**config.mk**
```make
export PLATFORM = sky130hd
export DESIGN_NAME = dither_rgb_stream
export DESIGN_NICKNAME = d
export VERILOG_FILES = /design/src/rtl/dither_rgb_stream.sv
export SDC_FILE = /design/constraint.sdc
export NUM_CORES = 1
export LEC_CHECK = 0
export CORE_MARGIN = 2
export CORE_UTILIZATION = 50
export CTS_BUF_LIST = sky130_fd_sc_hd__clkbuf_8 sky130_fd_sc_hd__clkbuf_16
export DETAILED_ROUTE_END_ITERATION = 10
export PLACE_DENSITY = 0.72
export SETUP_SLACK_MARGIN = 0.4
export SLEW_MARGIN = 20
export SYNTH_ARGS = -nofsm -noshare
export SYNTH_HDL_FRONTEND = slang
export SYNTH_SLANG_ARGS = --single-unit
```
**constraint.sdc**
```tcl
create_clock -name clk -period 16.4 [get_ports clk]
set_clock_uncertainty 0.05 [all_clocks]
set_input_delay 2.46 -clock clk [delete_from_list [all_inputs] [get_ports clk]]
set_output_delay 2.46 -clock clk [all_outputs]
set_load 0.02 [all_outputs]
```
**src/rtl/dither_rgb_stream.sv**
```systemverilog
// Per-channel 1-D error-diffusion colour quantizer with a registered valid/ready output stage.
// Optional macro DITHER_NOISE_EN replaces the fixed rounding threshold with LFSR noise.
module dither_rgb_stream #(
  parameter int N_CH   = 3,
  parameter int IN_W   = 8,
  parameter int OUT_W  = 4,
  parameter int THRESH = 2 ** (IN_W - OUT_W - 1)
) (
  input  logic                    clk,
  input  logic                    rst,
  input  logic                    in_valid,
  output logic                    in_ready,
  input  logic                    in_line_start,
  input  logic [N_CH*IN_W-1:0]    in_color,
  input  logic                    dither_en,
  output logic                    out_valid,
  input  logic                    out_ready,
  output logic [N_CH*OUT_W-1:0]   out_color
);

  localparam int DROP  = IN_W - OUT_W;
  localparam int SUM_W = IN_W + 2;
  localparam int ERR_W = DROP + 1;

  localparam logic signed [SUM_W-1:0] QMAX = SUM_W'((1 << OUT_W) - 1);
  localparam logic signed [SUM_W-1:0] EMAX = SUM_W'((1 << DROP) - 1);
  localparam logic signed [SUM_W-1:0] EMIN = -SUM_W'(1 << DROP);
  localparam logic signed [ERR_W-1:0] EMAX_E = ERR_W'((1 << DROP) - 1);
  localparam logic signed [ERR_W-1:0] EMIN_E = -ERR_W'(1 << DROP);

  logic                     accept;
  logic                     use_err;
  logic [DROP-1:0]          thr;
  logic [N_CH*OUT_W-1:0]    q_all;
  logic signed [ERR_W-1:0]  err_reg  [N_CH];
  logic signed [ERR_W-1:0]  err_next [N_CH];

  assign in_ready = out_ready | ~out_valid;
  assign accept   = in_valid & in_ready;
  assign use_err  = dither_en & ~in_line_start;

`ifdef DITHER_NOISE_EN
  logic [15:0] lfsr_reg;
  logic        lfsr_fb;

  assign lfsr_fb = lfsr_reg[15] ^ lfsr_reg[13] ^ lfsr_reg[12] ^ lfsr_reg[10];
  assign thr     = (lfsr_reg[DROP-1:0] == '0) ? DROP'(1) : lfsr_reg[DROP-1:0];

  always_ff @(posedge clk) begin
    if (rst) begin
      lfsr_reg <= 16'hACE1;
    end else if (accept) begin
      lfsr_reg <= {lfsr_reg[14:0], lfsr_fb};
    end
  end
`else
  assign thr = DROP'(THRESH);
`endif

  genvar gi;
  generate
    for (gi = 0; gi < N_CH; gi++) begin : g_ch
      logic [IN_W-1:0]          pix;
      logic signed [SUM_W-1:0]  e_ext;
      logic signed [SUM_W-1:0]  sum;
      logic signed [SUM_W-1:0]  q_raw;
      logic signed [SUM_W-1:0]  err_full;
      logic [OUT_W-1:0]         q;
      logic signed [ERR_W-1:0]  err_n;

      assign pix   = in_color[gi*IN_W +: IN_W];
      assign e_ext = use_err ? {{(SUM_W-ERR_W){err_reg[gi][ERR_W-1]}}, err_reg[gi]} : '0;
      assign sum   = $signed({2'b00, pix}) + e_ext;
      assign q_raw = (sum >>> DROP) + $signed({{(SUM_W-1){1'b0}}, (sum[DROP-1:0] >= thr)});

      always_comb begin
        q        = '0;
        err_n    = '0;
        err_full = '0;
        if (!dither_en) begin
          q = pix[IN_W-1:DROP];
        end else if (sum[SUM_W-1]) begin
          // Negative corrected value: emit black and carry the whole deficit.
          q     = '0;
          err_n = sum[ERR_W-1:0];
        end else begin
          q        = (q_raw > QMAX) ? QMAX[OUT_W-1:0] : q_raw[OUT_W-1:0];
          err_full = sum - $signed({2'b00, q, {DROP{1'b0}}});
          if (err_full > EMAX)      err_n = EMAX_E;
          else if (err_full < EMIN) err_n = EMIN_E;
          else                      err_n = err_full[ERR_W-1:0];
        end
      end

      assign q_all[gi*OUT_W +: OUT_W] = q;
      assign err_next[gi]             = err_n;
    end
  endgenerate

  always_ff @(posedge clk) begin
    if (rst) begin
      out_valid <= 1'b0;
      out_color <= '0;
      for (int c = 0; c < N_CH; c++) err_reg[c] <= '0;
    end else if (accept) begin
      out_valid <= 1'b1;
      out_color <= q_all;
      for (int c = 0; c < N_CH; c++) err_reg[c] <= err_next[c];
    end else if (out_ready) begin
      out_valid <= 1'b0;
    end
  end

endmodule

```
After elaboration in Yosys (flattened, before gate mapping)
Memories as Yosys holds them, arrays and structs flattened.
Cells that the tools add are included.
{"block": "word_totals", "reg_bits": 13, "ram_bits": 15, "output_inout_bits": 14, "n_memories": 1}
{"name": "err_reg", "words": 3, "word_bits": 5, "rd": 3, "rd_clocked_by_memory_dff": 0, "wr": 3, "line_no": "35", "rtl": "logic signed [ERR_W-1:0] err_reg [N_CH];"}
{"block": "op_classes", "addsub": 9, "order_cmp": 12, "muxes": 34, "bitwise_logic": 8, "n_reduce_logical": 1}
{"operator": "$mux W5", "count": 15}
{"operator": "$mux W4", "count": 9}
{"operator": "$add A9 B10 Y10", "count": 3}
{"operator": "$gt A10 B5 Y1 const B", "count": 3}
{"operator": "$lt A10 B5 Y1 const B", "count": 3}
{"operator": "$mux W10", "count": 3}
{"operator": "$sub A10 B9 Y10", "count": 3}
{"operator": "$add A6 B2 Y7", "count": 3}
{"operator": "$gt A7 B5 Y1 const B", "count": 3}
{"operator": "$ge A4 B4 Y1 const B", "count": 3}
{"operator": "$mux W1", "count": 7}
{"operator": "$or A1 B1 Y1", "count": 4}
{"operator": "$and A1 B1 Y1", "count": 2}
{"operator": "$not A1 Y1", "count": 2}
{"operator": "$reduce_bool A2 Y1", "count": 1}

Depth between registers and ports, before layout
Gate-level depths: netlist of the first run.
{"block": "depth", "word_depth": 15, "ltp_mapped": 27}

Least setup slack after synthesis of the first run
OpenSTA, ideal clock, no wires.
{"block": "synth_path", "path_kind": "in2reg", "startpoint": "input dither_en", "endpoint": "memory err_reg[0][5] (netlist name) (data pin)", "setup_time_ns": 0.273, "arrival_ns": 7.437, "required_ns": 16.077, "path_slack_ns": 8.640, "cell_stages": 23, "path_cell_list": "buf_6 -> and2b_1 -> clkbuf_1 -> and2_1 -> ha_1 -> fa_1 -> a21o_1 -> a21oi_1 -> xnor2_1 -> inv_1 -> ha_1 -> ha_1 -> buf_1 -> o2111ai_1 -> o22ai_1 -> nor4_4 -> nand2_4 -> mux2i_1 -> ha_1 -> or4_1 -> and3_4 -> a2111oi_4 -> o22ai_1"}
{"element": "start, declared", "line_no": "15", "rtl": "input logic dither_en,"}
{"element": "end, declared", "line_no": "35"}

==> run_results.csv, run 1 <==
group,metric,value,unit
yosys,ys_warn_count,0,
clocking,cts_made_buffers,3,
run,maxCapViolCount,0,
clocking,cts_resized,0,
placed_design,gp_congestion,0.9039,
sta,period_needed,8290,ps
worst_setup_path,worstSetupPathType,"input pin to flop",
route,drc,0,
route,wl_per_cell,16.12,µm
yosys,mappedNetlistArea,3944,µm²
worst_setup_path,r2r_cells,18,
pwr,ir_drop,0.03181,mV
sta,maxSlewHeadroom,55.23,%
worst_setup_path,worst_ep_arrival_time,8270,ps
route,drt-total-wl,10090,µm
pwr,switching_share,39.91,%
clocking,hold_buffers,0,
grt,grt_overflow,0,
route,dr.pass1.iters,5,
pwr,clkPwrFrac,18.3,%
route,viasPerCell,6.222,
worst_setup_path,endpoint_kind,"flop",
die,core_area,7687,µm²
yosys,yosysSeqAreaShare,18.02,%
layout,utilization,58.68,%
yosys,synthesis.instances,491,
die,num_rows,32,
sta,finalSetupTns,0,ps
placed_design,io_buffers,43,
pwr,pwr-share-seq,27.8,%
worst_hold_path,hp-class,"flop to flop",
die,initial_utilization,51.30,%
pwr,p_leak,1.829,nW
worst_hold_path,hold_path_depth,1,
yosys,synth_edf_count,15,
worst_setup_path,startpoint,"in_line_start",
pwr,p_sw,0.0001211,W
route,ant_nets,0,
worst_setup_path,cp-start-kind,"input pin",
die,fp.dieW,92.81,µm
yosys,synthFlopType,"edfxtp_1",
worst_hold_path,whs_endpoint,"out_color[10]$_SDFFE_PP0P_",
route,dr.first_iter.drc_count,322,
worst_setup_path,reg2reg_to,"err_reg[0][7]$_SDFFCE_PN0P_",
clocking,clk_pin_slew,110,ps
grt,grt_pass1_vias,3515,
sta,clock.fmax,120.6,MHz
worst_setup_path,r2r_slack,10870,ps
placed_design,dp_cells,622,
grt,grt_max_degree,30,
sta,final_max_slew_viol_count,0,
pwr,pwr_density_cell,67.28,nW/µm²
worst_setup_path,cp_max_fo,14,
pwr,internal_power,0.0001824,W
placed_design,place_hpwl,8020,µm
sta,grt_setup_unrepaired,"false",
route,vias,3895,
yosys,ys_ff_latch,28,
sta,final_hold_viol_count,0,
die,die-area,8614,µm²
worst_setup_path,cp.required,16380,ps
clocking,insertion_delay,280,ps
yosys,mappedNetlistNets,551,
layout,area_growth,14.37,%
clocking,cts_root_buf,"clkbuf_8",
yosys,synthArstFlopShare,0,%
sta,worst_slew_pin_slew,667.1,ps
run_status,status,"finished clean",
pwr,power_frac_comb,53.9,%
sta,setup_viol,0,
die,io_pins,44,
layout,stdcell_count,626,
sta,fin_crit_sh,50.55,%
yosys,ys_types,81,
clocking,post_cts_buffers,0,
layout,largest_reg_flops,15,
clocking,htreeDepth,1,
clocking,cts_max_path_buffers,2,
worst_hold_path,hp-start,"out_color[10]$_SDFFE_PP0P_",
worst_setup_path,regToRegStartpoint,"err_reg[0][9]$_SDFFCE_PN0P_",
clocking,clock_sinks,28,
die,die_y,92.81,µm
grt,track_usage,23.28,%
layout,drive_gt1_share,8.015,%
layout,nets,585,
clocking,tritoncts,"built",
pwr,power,0.0003035,W
grt,antenna_found_initial,0,
layout,diodes,0,
yosys,syn_avg_cell_area,8.032,µm²
grt,grt_pass1_wl,16620,µm
## metal layers
layer / part of all wire (%) / track usage, %
met1: 47 / 34.07
met2: 46 / 37.56
met3: 5.7 / 1.546
met4: 0.77 / 5.270
met5: 0 / 0
## Yosys cell counts, types with 4 or more instances
cell / n / area [µm²]
a211o_1: 5 / 43.79
a211oi_1: 5 / 37.54
a21o_1: 5 / 37.54
a21oi_1: 30 / 150.1
a22o_1: 13 / 113.9
a31oi_1: 6 / 37.54
and2_1: 15 / 93.84
clkbuf_1: 12 / 45.04
dfxtp_1: 13 / 260.3
edfxtp_1: 15 / 450.4
ha_1: 27 / 337.8
inv_1: 39 / 146.4
mux2i_1: 7 / 70.07
nand2_1: 45 / 168.9
nand2b_1: 11 / 68.82
nand3_1: 23 / 115.1
nor2_1: 25 / 93.84
nor3_1: 12 / 60.06
o2111ai_1: 8 / 70.07
o211ai_1: 8 / 60.06
o21a_1: 7 / 52.55
o21ai_0: 23 / 115.1
o21ai_1: 6 / 30.03
o221ai_1: 5 / 43.79
o22ai_1: 19 / 118.9
or3_1: 5 / 31.28
xnor2_1: 21 / 183.9
xor2_1: 4 / 35.03
## cells in the final DEF (no fill, tap or decap), types with 4 or more instances in the layout
cell type        netlist  layout
nand2_1               45      45
clkdlybuf4s50_1        0      42
inv_1                 39      39
a21oi_1               30      30
ha_1                  27      27
nor2_1                25      25
o21ai_0               23      23
nand3_1               23      23
xnor2_1               21      21
o22ai_1               19      19
and2_1                15      15
edfxtp_1              15      15
a22o_1                13      13
dfxtp_1               13      13
nor3_1                12      12
nand2b_1              11      11
o2111ai_1              8       8
o211ai_1               8       8
mux2i_1                7       7
o21a_1                 7       7
o21ai_1                6       6
a31oi_1                6       6
or3_1                  5       5
o221ai_1               5       5
a211oi_1               5       5
a211o_1                5       5
a21o_1                 5       5
xor2_1                 4       4
## power by group through the flow
stage	Combinational, W	Sequential (W)	Clock (W)
after detailed placement	0.000160	0.0000861	0
after global routing	0.000179	0.0000854	0.0000588
after global placement	0.000157	0.0000859	0
after CTS	0.000161	0.0000844	0.0000562
final	0.000164	0.0000843	0.0000556
after floorplan	0.000118	0.0000886	0
## how the worst max path moves through the flow
stage | endpoint
after floorplan | err_reg[0][5]$_SDFFCE_PN0P_
after global placement | err_reg[0][7]$_SDFFCE_PN0P_
after detailed placement | err_reg[0][7]$_SDFFCE_PN0P_
after CTS | err_reg[0][7]$_SDFFCE_PN0P_
after global routing | err_reg[0][10]$_SDFFCE_PN0P_
final | err_reg[0][7]$_SDFFCE_PN0P_
## layout make-up
class,instances,area (µm²)
Fill cell,712,3177
Multi-Input combinational cell,407,3010
Sequential cell,28,710.7
Timing Repair Buffer,45,440.4
Inverter,40,150.1
Tap cell,102,127.6
Clock buffer,3,41.29
Clock inverter,1,30.03
## through the flow
step,hold slack [ps],setup WS (ps),cell area [µm²]
after floorplan,560.6,8640,3944
after global placement,415.0,7328,4444
after detailed placement,426.4,7152,4444
after CTS,454.1,7456,4516
after global routing,469.9,7672,4511
final,448.6,8110,4511
## kinds of logic after synthesis
group                      share of synthesized area [%]
AOI/OAI and AO/OA                                  33.03
xor gates and xnor gates                           6.948
adders and majority gates                          10.09
buffers and inverters                              5.647
DFF                                                18.02
muxes                                              2.411
and+or+nand+nor                                    23.86
## critical path, stage by stage
cell and delay (ps):
clkdlybuf4s50_1 570, and2b_1 340, and2_1 230, ha_1 220, fa_1 440, a21o_1 200
a21oi_1 160, xnor2_1 220, inv_1 80, ha_1 300, ha_1 360, o2111ai_1 250
o22ai_1 130, nor4_4 510, nand2_4 160, mux2i_1 150, ha_1 280, or4_1 510
and3_4 170, a2111oi_4 360, o22ai_1 150
No activity file was read; power rests on OpenSTA's default activity.
==> run 2, diff against run 1 <==
--- a/config.mk
+++ b/config.mk
@@ -9,7 +9,7 @@
 export CORE_UTILIZATION = 50
 export CTS_BUF_LIST = sky130_fd_sc_hd__clkbuf_8 sky130_fd_sc_hd__clkbuf_16
 export DETAILED_ROUTE_END_ITERATION = 10
-export PLACE_DENSITY = 0.72
+export PLACE_DENSITY = 0.75
 export SETUP_SLACK_MARGIN = 0.4
 export SLEW_MARGIN = 20
 export SYNTH_ARGS = -nofsm -noshare
==> constraint.sdc (replaced) <==
create_clock -name clk -period 7 [get_ports clk]
set_clock_uncertainty 0.05 [all_clocks]
set_input_delay 1.05 -clock clk [delete_from_list [all_inputs] [get_ports clk]]
set_output_delay 1.05 -clock clk [all_outputs]
set_load 0.02 [all_outputs]
==> run 2 against run 1 <==
Critical path depth is 3 higher. Via count up 3.9%. Clock power rose by 140%. Final cell count increased by 1.8%. Highest routed layer unchanged.
==> run_results.csv, run 2 (synthesis results as in run 1) <==
group,metric,value,unit
route,wl_per_cell,17.27,µm
route,ant_nets,0,
die,io_pins,44,
sta,period_needed,6335,ps
route,drc,0,
pwr,switching_share,40.44,%
pwr,p_leak,1.902,nW
pwr,power_frac_comb,55.2,%
layout,area_growth,17.89,%
worst_setup_path,r2r_cells,20,
worst_setup_path,worstSetupPathType,"input pin to flop",
worst_setup_path,r2r_slack,1980,ps
placed_design,gp_congestion,0.9934,
worst_setup_path,reg2reg_to,"err_reg[0][7]$_SDFFCE_PN0P_",
layout,final_cell_mix,"nand2_1 (45), clkdlybuf4s50_1 (43), inv_1 (39)",
layout,layout_commonest_cell,"nand2_1",
layout,largest_reg_flops,15,
die,num_rows,32,
route,drt-total-wl,11000,µm
route,dr.pass1.iters,5,
sta,final_hold_viol_count,0,
placed_design,io_buffers,43,
die,fp.dieW,92.81,µm
clocking,clock_sinks,28,
layout,diodes,0,
clocking,clk_pin_slew,110,ps
pwr,p_sw,0.0002966,W
clocking,cts_max_path_buffers,2,
worst_setup_path,cp_max_fo,11,
sta,fin_crit_sh,90.49,%
die,die_y,92.81,µm
layout,utilization,60.48,%
clocking,tritoncts,"built",
layout,seqCellArea,710.7,µm²
die,die-area,8614,µm²
clocking,hold_buffers,0,
sta,worst_slew_pin_slew,613.4,ps
clocking,insertion_delay,280,ps
die,core_area,7687,µm²
run,maxCapViolCount,0,
worst_hold_path,hp-class,"flop to flop",
run_status,status,"finished clean",
pwr,pwr_density_cell,157.7,nW/µm²
grt,grt_pass1_wl,17680,µm
route,vias,4046,
sta,finalSetupTns,0,ps
route,dr.first_iter.drc_count,225,
layout,fill_cells,686,
grt,track_usage,24.90,%
worst_hold_path,hp-start,"out_color[7]$_SDFFE_PP0P_",
sta,grt_setup_unrepaired,"false",
pwr,internal_power,0.0004368,W
grt,grt_max_degree,29,
sta,setup_viol,0,
sta,maxSlewHeadroom,58.82,%
pwr,ir_drop,0.08804,mV
pwr,clkPwrFrac,17.8,%
clocking,cts_root_buf,"clkbuf_8",
layout,multi_input_area,3062,µm²
pwr,pwr-share-seq,26.9,%
worst_setup_path,worst_ep_arrival_time,6400,ps
layout,nets,596,
route,viasPerCell,6.352,
die,initial_utilization,51.30,%
clocking,htreeDepth,1,
worst_setup_path,regToRegStartpoint,"err_reg[0][5]$_SDFFCE_PN0P_",
worst_setup_path,cp.required,7060,ps
grt,grt_pass1_vias,3724,
worst_hold_path,whs_endpoint,"out_color[7]$_SDFFE_PP0P_",
placed_design,place_hpwl,8455,µm
clocking,cts_made_buffers,3,
worst_setup_path,endpoint_kind,"flop",
layout,drive_gt1_share,11.21,%
grt,antenna_found_initial,0,
grt,grt_overflow,0,
sta,clock.fmax,157.9,MHz
worst_hold_path,hold_path_depth,1,
worst_setup_path,cp-start-kind,"input pin",
sta,final_max_slew_viol_count,0,
## run 2: worst max path at each step
stage                        from                     endpoint  slack, ps  cells after the start
finish              in_line_start  err_reg[0][1]$_SDFFCE_PN0P_        670                     24
floorplan               dither_en  err_reg[0][5]$_SDFFCE_PN0P_        650                     23
global route        in_line_start  err_reg[0][1]$_SDFFCE_PN0P_        380                     24
detailed placement  in_line_start  err_reg[0][1]$_SDFFCE_PN0P_        110                     24
global placement    in_line_start  err_reg[0][1]$_SDFFCE_PN0P_        210                     24
CTS                 in_line_start  err_reg[0][1]$_SDFFCE_PN0P_        430                     24
## run 2: metal layers
| metal | share of wire (%) | wire, µm | GRT usage (%) |
|---|---|---|---|
| met1 | 46 | 5040 | 34.66 |
| met2 | 46 | 5018 | 41.06 |
| met4 | 1.7 | 190 | 7.598 |
| met5 | 0 | 0 | 0 |
| met3 | 6.8 | 752 | 1.953 |
## run 2: layout make-up
| type | instances | share of cell area (%) |
|---|---|---|
| multi-input combinational | 407 | 65.85 |
| inverter | 40 | 3.229 |
| tap | 102 | 2.745 |
| timing repair buffer | 56 | 11.36 |
| sequential | 28 | 15.29 |
| clock buffer | 3 | 0.8881 |
| clock inverter | 1 | 0.6459 |
## run 2: worst max-delay path, stage by stage
cell and delay (ps):
clkdlybuf4s50_1 540, and2b_1 230, buf_4 170, and2_1 170, ha_1 220, fa_1 410, a21o_1 200, a21oi_4 230
xnor2_2 180, inv_1 120, ha_1 270, ha_1 270, a32o_2 300, and2_1 200, nor2_2 160, ha_1 260
inv_1 90, nand2_1 60, a21oi_1 150, a31oi_1 80, xnor2_2 180, a2111oi_4 420, a21oi_1 170, o2111ai_1 250
## run 2: power by group through the flow
stage	Sequential (W)	Clock, W	Combinational [W]
2_1_floorplan	0.000208	0	0.000276
3_3_place_gp	0.000201	0	0.000376
3_5_place_dp	0.000201	0	0.000382
4_1_cts	0.000198	0.000134	0.000385
5_1_grt	0.000199	0.000140	0.000442
6_report	0.000197	0.000131	0.000405
## run 2: through the flow
stage | setup WS (ps) | total power, W | hold slack (ps) | area, µm² | instances
6_report | 665.5 | 0.0007334 | 439.6 | 4649 | 637
5_1_grt | 384.4 | 0.0007813 | 472.9 | 4649 | 637
4_1_cts | 425.4 | 0.0007168 | 445.1 | 4576 | 634
3_5_place_dp | 113.9 | 0.0005833 | 417.0 | 4504 | 630
3_3_place_gp | 212.7 | 0.0005766 | 411.4 | 4504 | 630
2_1_floorplan | 650.4 | 0.0004835 | 560.6 | 3944 | 491
## run 2: what timing repair did
action	4_1_cts	5_1_grt
gates resized for setup	0	10
endpoints found under the hold margin	0	0
setup buffers	0	3
setup endpoints to repair	0	12
==> edit, RTL diff (settings of run 2) <==
Change the parameter `OUT_W` from 4 to 2.
--- a/src/rtl/dither_rgb_stream.sv
+++ b/src/rtl/dither_rgb_stream.sv
@@ -4,5 +4,5 @@
   parameter int N_CH   = 3,
   parameter int IN_W   = 8,
-  parameter int OUT_W  = 4,
+  parameter int OUT_W  = 2,
   parameter int THRESH = 2 ** (IN_W - OUT_W - 1)
 ) (
Interface: changed (resized out_color); port bits go from 44 to 38. No check against the original RTL was run, so the function may have changed too.
==> edit against run 2 <==
Design area shrank 14%; wire length shrank 24%; global-route usage shrank 2.5 points; total power shrank 21%; critical endpoint is now err_reg[0][16]; largest cell class unchanged; setup slack gained 200 ps; sequential cell count is the same; clock power shrank 32%; utilization shrank 2.0 points; synthesized cell count shrank 14%; area after synthesis shrank 10%; critical path depth shrank 4.
==> edit: results (changes against run 2) <==
initial drt markers=187 (-17%); status=complete, no violations; Synth Area in Compound Gates=32.2% (-0.82 points); adder-cell share of the synthesized area=14.4% (+4.3 points); multiplexer area fraction after synthesis=1.27% (-1.1 points); Post-synth top cells=40 x nor2_1, 36 x ha_1, 34 x inv_1, 30 x nand2_1, 30 x o21ai_0; Mapped Nets=493 (-11%); via count=3317 (-18%); Hold Path Depth=2 (+1); slack of the worst reg-to-reg path=2190 ps (+210 ps); count of input and output buffers=37 (-14%); largest cells by area after synthesis=edfxtp_1 18%, ha_1 13%, nor2_1 4.2%; layout cells sized above 1=7.25% (-4.0 points); Reg2Reg Launch Point=err_reg[0][14]; met3 Resource Use GR=1.23% (-0.73 points); Final period util=87.6% (-2.9 points); Slew @ Worst Pin=883 ps (+270 ps); first-pass GRT wire length=14.2 mm (-20%); number of global-route vias before repair=3134 (-16%); Layout fillers=647 (-5.7%); min-delay src=out_color[5]; half-perimeter wire length after placement=6.64 mm (-22%); WHS=441 ps (+1.14 ps); P_leak=0.00171 uW (-10%); sequential fraction of the synthesis area=21.8% (+3.7 points); setup slack after placement=589 ps (+475 ps); CP peak stage delay=490 ps (-50 ps); Placer Congestion=0.889 (-10%); WHS Endpoint=out_color[5]; worst setup path endpoint=err_reg[0][16]
## edit: cell types whose count changed after synthesis, moves of 7 or more
cell	change
a22o_1	-12
ha_1	+9
nand2_1	-15
nand2b_1	-7
nand3_1	-14
nor2_1	+15
o21ai_0	+7
o22ai_1	-16
o31ai_1	+7
xnor2_1	-10
## edit: final cells by class
type	count	area (um2)	area share, %
Timing Repair Buffer	39	385	9.64
Multi-Input combinational cell	350	2550	63.7
Tap cell	96	120	3.01
Clock buffer	3	41.3	1.03
Sequential cell	28	771	19.3
Clock inverter	1	3.75	0.0939
Inverter	34	128	3.19
## edit: power by group
part | total, uW | switching [uW] | internal (uW)
clock network | 89.6 | 50.3 | 39.4
registers | 206 | 6.08 | 200
logic | 285 | 166 | 119
total | 581 | 222 | 359
## edit: metal layers
metal / vias up / wire length [um]
met2: 76 / 4130
met3: 13 / 246
met4: 0 / 137
met5: - / 0
li1: 1653 / -
met1: 1575 / 3880
